$ cat src/rtl/prog_loader.sv
// prog_loader: instruction-memory program loader and CPU release sequencer.
//
// Holds the CPU in reset while a host streams instruction words into the
// instruction memory through a valid/ready handshake, then waits a fixed
// settle time before releasing the CPU. A new load may be requested while
// the CPU is running; the CPU is put back into reset first.
//
// Ports:
//   i_clk           clock, all state on the rising edge
//   i_rst_n         asynchronous active-low reset
//   i_load_start    one-cycle pulse: request a program load
//   i_run_start     one-cycle pulse: release the CPU without loading
//   i_load_len      words to load (1..16, 0 means 16), sampled at load start
//   i_in_valid      host word valid
//   i_in_data       host instruction word
//   o_in_ready      loader accepts i_in_data this cycle
//   o_prog_enable   instruction-memory mux select, 1 = loader owns memory
//   o_prog_we       instruction-memory write enable
//   o_prog_addr     instruction-memory write address
//   o_prog_data     instruction-memory write data
//   o_cpu_reset     CPU reset, active-high
//   o_busy          high while loading or settling
//   o_done          one-cycle pulse on entry to RUN
module prog_loader #(
  parameter int unsigned SETTLE_CYCLES = 2  // legal 1..15
) (
  input  logic       i_clk,
  input  logic       i_rst_n,
  input  logic       i_load_start,
  input  logic       i_run_start,
  input  logic [4:0] i_load_len,
  input  logic       i_in_valid,
  input  logic [7:0] i_in_data,
  output logic       o_in_ready,
  output logic       o_prog_enable,
  output logic       o_prog_we,
  output logic [3:0] o_prog_addr,
  output logic [7:0] o_prog_data,
  output logic       o_cpu_reset,
  output logic       o_busy,
  output logic       o_done
);

  typedef enum logic [2:0] {
    StHold,
    StLoad,
    StDrain,
    StSettle,
    StRun
  } state_e;

  localparam logic [3:0] SettleLast = 4'(SETTLE_CYCLES - 1);

  state_e     r_state;
  state_e     w_state_next;
  logic [4:0] r_len;     // words to accept in this load, 1..16
  logic [4:0] r_cnt;     // words accepted so far
  logic [3:0] r_addr;
  logic [7:0] r_data;
  logic       r_we;
  logic [3:0] r_settle;
  logic       r_done;

  logic       w_ready;
  logic       w_hs;
  logic       w_load_entry;
  logic [4:0] w_len_eff;

  assign w_ready = (r_state == StLoad) && (r_cnt < r_len);
  assign w_hs    = i_in_valid && w_ready;

  // Zero encodes a full 16-word load; out-of-range lengths saturate to 16 so
  // the address can never run past the memory.
  assign w_len_eff = ((i_load_len == 5'd0) || (i_load_len > 5'd16)) ? 5'd16 : i_load_len;

  assign w_load_entry = (w_state_next == StLoad) && (r_state != StLoad);

  always_comb begin
    w_state_next = r_state;
    unique case (r_state)
      StHold: begin
        if (i_load_start) begin
          w_state_next = StLoad;  // load wins over run_start
        end else if (i_run_start) begin
          w_state_next = StSettle;
        end
      end
      StLoad: begin
        if (w_hs && ((r_cnt + 5'd1) == r_len)) begin
          w_state_next = StDrain;
        end
      end
      // One cycle to let the final registered write reach memory.
      StDrain:  w_state_next = StSettle;
      StSettle: begin
        if (r_settle == SettleLast) begin
          w_state_next = StRun;
        end
      end
      StRun: begin
        if (i_load_start) begin
          w_state_next = StLoad;
        end
      end
      default: w_state_next = StHold;
    endcase
  end

  always_ff @(posedge i_clk or negedge i_rst_n) begin
    if (!i_rst_n) begin
      r_state  <= StHold;
      r_len    <= 5'd0;
      r_cnt    <= 5'd0;
      r_addr   <= 4'd0;
      r_data   <= 8'd0;
      r_we     <= 1'b0;
      r_settle <= 4'd0;
      r_done   <= 1'b0;
    end else begin
      r_state <= w_state_next;
      r_we    <= w_hs;
      if (w_load_entry) begin
        r_len  <= w_len_eff;
        r_cnt  <= 5'd0;
        r_addr <= 4'd0;
      end else if (w_hs) begin
        // Address of the write happening next cycle is the index of this word.
        r_cnt  <= r_cnt + 5'd1;
        r_addr <= r_cnt[3:0];
        r_data <= i_in_data;
      end
      r_settle <= (r_state == StSettle) ? (r_settle + 4'd1) : 4'd0;
      r_done   <= (w_state_next == StRun) && (r_state != StRun);
    end
  end

  assign o_in_ready    = w_ready;
  assign o_prog_enable = (r_state == StLoad) || (r_state == StDrain);
  assign o_prog_we     = r_we;
  assign o_prog_addr   = r_addr;
  assign o_prog_data   = r_data;
  assign o_cpu_reset   = (r_state != StRun);
  assign o_busy        = (r_state == StLoad) || (r_state == StSettle);
  assign o_done        = r_done;

endmodule

$ cat config.mk
export PLATFORM = sky130hd
export DESIGN_NAME = prog_loader
export DESIGN_NICKNAME = d
export VERILOG_FILES = /design/src/rtl/prog_loader.sv
export SDC_FILE = /design/constraint.sdc
export NUM_CORES = 1
export LEC_CHECK = 0
export BUFFER_PORTS_ARGS = -buffer_cell sky130_fd_sc_hd__buf_2
export CELL_PAD_IN_SITES_DETAIL_PLACEMENT = 0
export CELL_PAD_IN_SITES_GLOBAL_PLACEMENT = 2
export CORE_MARGIN = 10
export CORE_UTILIZATION = 33
export CTS_CLUSTER_DIAMETER = 150
export DETAILED_ROUTE_END_ITERATION = 8
export PLACE_DENSITY_LB_ADDON = 0.05
export SLEW_MARGIN = 20
export SYNTH_ARGS = -nofsm -noshare
export SYNTH_HDL_FRONTEND = slang
export SYNTH_SLANG_ARGS = --single-unit
$ cat constraint.sdc
create_clock -name i_clk -period 2.2 [get_ports i_clk]
set_clock_uncertainty 0.1 [all_clocks]
set_input_delay 0 -clock i_clk [delete_from_list [all_inputs] [get_ports i_clk]]
set_output_delay 0 -clock i_clk [all_outputs]
set_load 0.05 [all_outputs]
* After elaboration in Yosys (flattened, before gate mapping)
Cells that the tools add are included.
Word-level totals: register bits after elaboration 31, input bits 18, word-level logic and storage cells 47
Operators by class: add/subtract/negate cells 2, $lt $le $gt $ge 2, equality and inequality tests 10, muxes and demuxes 12, bitwise operators 1, reductions and logical operators 12
Operators by type and width (number):
- 2-to-1 mux 3 bit | 5
- 2-to-1 mux 5 bit | 3
- case mux 3 bit (5 select lines) | 1
- 2-to-1 mux 4 bit | 3
- equality test 3 x 1 -> 1 bit, second input constant | 2
- equality test 3 x 2 -> 1 bit, second input constant | 2
- equality test 3 bit, second input constant | 2
- adder 5 x 1 -> 5 bit, second input constant | 1
- equality test 5 bit | 1
- greater-than comparator 5 bit, second input constant | 1
- logical AND 1 bit | 5
- logical NOT 5 bit | 1
- less-than comparator 5 bit | 1
- adder 4 x 1 -> 4 bit, second input constant | 1
- equality test 4 x 1 -> 1 bit, second input constant | 1
- logical NOT 3 bit | 1
- logical OR 1 bit | 3
- inequality test 3 x 1 -> 1 bit, second input constant | 1
- inequality test 3 bit, second input constant | 1
- AND reduction 2 bit | 1
- nonzero test 2 bit | 1
- inverter 1 bit | 1

* Depth between registers and ports, before layout
depth in word-level cells 10, gate-level depth with buffers 9

* Least setup slack after synthesis
No wires, ideal clock.
path kind register to register, start point register r_cnt[1], end point register r_data[0] (netlist: o_prog_data[0]), data arrival time 1.683 ns, required time 1.975 ns, path slack 0.292 ns, cell stages (with the launch flop) 8, buffers on the path 1, period minus slack after synthesis 1.908 ns, cell sequence dfrtp_1 > ha_1 > nor2b_1 > o2111ai_1 > nand4_1 > inv_1 > buf_4 > mux2_2
Between the ends: cells in the longest elaborated chain, start to end 10, elaborated cells on any way between the ends 12, classes of those cells 1 x add/sub; 1 x order compare; 2 x eq/ne; 2 x mux; 1 x bitwise; 5 x reduce/logical
RTL lines:
- from (decl) | RTL line 57 | logic [4:0] r_cnt;
- from (signal assigned) | RTL line 128 | r_cnt <= r_cnt + 5'd1;
- less-than comparator 5 bit (*) | RTL line 69 | assign w_ready = (r_state == StLoad) && (r_cnt < r_len);
- logical AND 1 bit (*) | RTL line 69
- logical AND 1 bit (*) | RTL line 70 | assign w_hs = i_in_valid && w_ready;
- net w_hs | RTL line 65 | logic w_hs;
- logical AND 1 bit | RTL line 89 | if (w_hs && ((r_cnt + 5'd1) == r_len)) begin
- 2-to-1 mux 3 bit | RTL line 89
- case mux 3 bit (5 select lines) | RTL line 80 | unique case (r_state)
- equality test 3 x 1 -> 1 bit | RTL line 76 | assign w_load_entry = (w_state_next == StLoad) && (r_state != StLoad);
- logical AND 1 bit | RTL line 76
- inverter 1 bit (no line)
- AND reduction 2 bit (no line) (*)
- to (signal assigned) | RTL line 130 | r_data <= i_in_data;
- to (decl) | RTL line 59 | logic [7:0] r_data;
The timed path passes the listed nets; every way through them passes the cells marked *. A chain may end at the register's enable or synchronous reset.

* Worst setup path after layout
start point register r_len[1], end point register r_cnt[3]
Between the ends: cells in the longest elaborated chain, start to end 9, elaborated cells on any way between the ends 11, classes of those cells 1 x order compare; 2 x eq/ne; 3 x mux; 5 x reduce/logical
RTL lines:
- from (decl) | RTL line 56 | logic [4:0] r_len;
- from (signal assigned) | RTL line 123 | r_len <= w_len_eff;
- less-than comparator 5 bit | RTL line 69
- logical AND 1 bit | RTL line 69
- logical AND 1 bit | RTL line 70
- logical AND 1 bit | RTL line 89
- 2-to-1 mux 3 bit | RTL line 89
- case mux 3 bit (5 select lines) | RTL line 80
- equality test 3 x 1 -> 1 bit | RTL line 76
- logical AND 1 bit | RTL line 76
- 2-to-1 mux 5 bit / nonzero test 2 bit (equally long branches)
Parallel ways exist; a longest one is shown, timed or not.

==> out/results.ini <==
[floorplanning]
die_y_um = 88.1
io-pin-count = 36
dieArea_sq_um = 7760
core_sq_um = 4410
dieWidth_um = 88.1
initial_core_util_pct = 34.6
std_cell_rows = 24

[sta]
timing.final.crit_share_pct = 96.9
slew_viol_final = 0
rsz0062_at_grt = true
setup_viol = 0
worst_pin_slew_ns = 0.689
max_freq_ghz = 0.469
slew_headroom_pct = 54.1
holdWs_ns = 0.0203
fin_crit_ns = 2.13
hold_viol_final = 0

[global_route]
grt_pass1_wl_um = 6090
grt_usage_pct = 10.0
grt-ovfl-total = 0
grt_pass1_vias = 1290
grt_max_degree = 32
antenna_found_initial = 0

[setup_path]
crit_path_end_kind = flip-flop
critPathCapture = r_cnt[3]$_DFFE_PN0P_
timing.rr.start = r_len[1]$_DFFE_PN0P_
worstPathArrival_ns = 2.23
worst-path-max-fanout = 12
cp-start-kind = flip-flop
crit_start = r_len[1]$_DFFE_PN0P_
regToRegEndpoint = r_cnt[3]$_DFFE_PN0P_
rr_worst_depth = 8
criticalPathCategory = reg2reg
ff2ff_setup_slack_ns = 0.07
cp.required_ns = 2.30

[logic_synthesis]
syn_avg_cell_area_sq_um = 10.7
syn_inst = 143
ys_async_sr_fraction_pct = 100
synth_seq_cells = 31
yosysTopAreaCellShare_pct = 50.7
synth_area_sq_um = 1530
synth-edff-count = 0
synth-seq-area-share_pct = 50.7
synth_top_cell_by_area = dfrtp_1
synth_nets = 170
synth_common_cells = dfrtp_1, nor2_1, inv_1
yosys.cell_types.count = 34
synth.most_common_cell = dfrtp_1
synth-main-ff-cell = dfrtp_1
synth_top_cells_by_area = dfrtp_1, ha_1, mux2_2
yosys_warnings = 0

[route]
drc = 0
avgViaCountPerCell = 4.64
dr.pass1.iters = 4
drt_iter0_markers = 23
drt_wl_total_um = 3610
drtAntennaViolNets = 0
wl_per_cell_um = 14.2
vias = 1179

[clock_network]
clkTransAtPathRegs_ns = 0.06
cts.root.buffer_cell = clkbuf_8
clock_path_buffers = 2
cts-htree-levels = 2
clk_latency_ns = 0.28
cts_buffers = 5
cts_tree = built
cts.sinks = 31

[min_path]
hp-class = in2reg

[placed_design]
hpwl_um = 2700
post_dp_cell_area_sq_um = 1790
place.gp.congestion = 0.805
dp.cells = 231
numPortBuffers = 35

[layout]
final_util_pct = 46.6
finalNonFillerCells = 254
fillers = 425
area_growth_pct = 34.5
nNetsFinal = 229
stdcell_area_sq_um = 2060
drive_above_1_share_pct = 30.2
antenna_cells = 0

[pwr]
pwr_density_cell_nw_per_um2 = 1470
p_leak_uw = 0.00102
irDropWorstVdd_v = 0.000563

[run_status]
status = complete, no violations

[run]
cap_viol_max_count = 0

-- worst min-delay path by stage --
stage / startpoint / end / depth (start not counted)
floorplan: i_rst_n / o_done$_DFF_PN0_ / 0
global placement: i_rst_n / r_state[1]$_DFF_PN0_ / 1
detailed placement: i_rst_n / r_state[1]$_DFF_PN0_ / 1
CTS: i_load_len[4] / r_len[4]$_DFFE_PN0P_ / 4
global route: i_load_len[4] / r_len[4]$_DFFE_PN0P_ / 4
finish: i_load_len[4] / r_len[4]$_DFFE_PN0P_ / 4
-- registers in the layout, indices dropped and copies added (netlist names) --
register     flops
r_len            5
r_state          3
o_prog_addr      4
o_prog_we        1
o_done           1
o_prog_data      8
r_settle         4
r_cnt            5
-- metal layers --
metal  vias to the layer above  routed length (um)  global-route usage (%)
li1                        608                   -                       -
met4                         0                  42                    3.85
met3                         5                 189                    3.90
met2                        20                1840                    16.9
met1                       546                1530                    11.1
met5                         -                   0                       0
-- placed cells by master, fill, tap and decap left out, types with 3 or more instances in the layout --
master and count:
nand2_1 7, o21ai_0 7, nand3_1 4, o211ai_1 3
dfrtp_1 31, mux2i_1 4, nand3b_1 4, nor2_1 15
a21oi_1 5, xor2_1 4, inv_1 10, mux2_2 8
buf_4 5, dlygate4sd3_1 15, buf_2 35, clkbuf_8 6
xnor2_1 5, ha_1 9
-- what timing repair did --
item	4_1_cts	5_1_grt
buffers inserted	0	1
resized for setup	0	2
endpoints found under the hold margin	45	0
endpoints found under the setup margin	0	11
hold buffers	15	0
-- per-stage QoR --
step | total power [uW] | worst slack, ns | TNS (ns)
global placement | 2510 | 0.144 | 0
detailed placement | 2530 | 0.0848 | 0
floorplan | 2130 | 0.292 | 0
CTS | 3010 | 0.0525 | 0
global route | 3250 | -0.0489 | -0.0489
finish | 3010 | 0.0673 | 0
-- layout make-up --
type / instances / area [sq um] / area share (%)
Sequential cell: 31 / 776 / 37.7
Multi-Input combinational cell: 96 / 688 / 33.5
Timing Repair Buffer: 57 / 394 / 19.2
Clock inverter: 1 / 5.00 / 0.243
Clock buffer: 6 / 82.6 / 4.02
Tap cell: 52 / 65.1 / 3.16
Inverter: 11 / 45.0 / 2.19
-- cells by family (layout without fill, tap and decap cells) --
| logic type | after synthesis | count (layout) | synth area share, % |
|---|---|---|---|
| AOI/OAI and AO/OA | 22 | 22 | 8.84 |
| buffers and inverters | 16 | 75 | 4.26 |
| and+or+nand+nor | 44 | 44 | 15.1 |
| muxes | 12 | 12 | 8.51 |
| adders and majority gates | 9 | 9 | 7.37 |
| xor gates and xnor gates | 9 | 9 | 5.16 |
| DFF | 31 | 31 | 50.7 |
-- where the power goes --
| part | switching [uW] | internal (uW) | leakage [uW] |
|---|---|---|---|
| clock network | 198 | 245 | 0.0000470 |
| logic | 1090 | 569 | 0.000575 |
| registers | 134 | 783 | 0.000396 |
| total | 1420 | 1600 | 0.00102 |
-- worst max-delay path, stage by stage, from the launching register on --
cell	delay [ns]
dfrtp_1	0.36
inv_1	0.07
ha_1	0.28
nor2b_1	0.13
o2111ai_1	0.21
nand4_1	0.22
buf_6	0.22
or3_1	0.34
a21oi_1	0.14
Power figures use the tool's default switching activity.
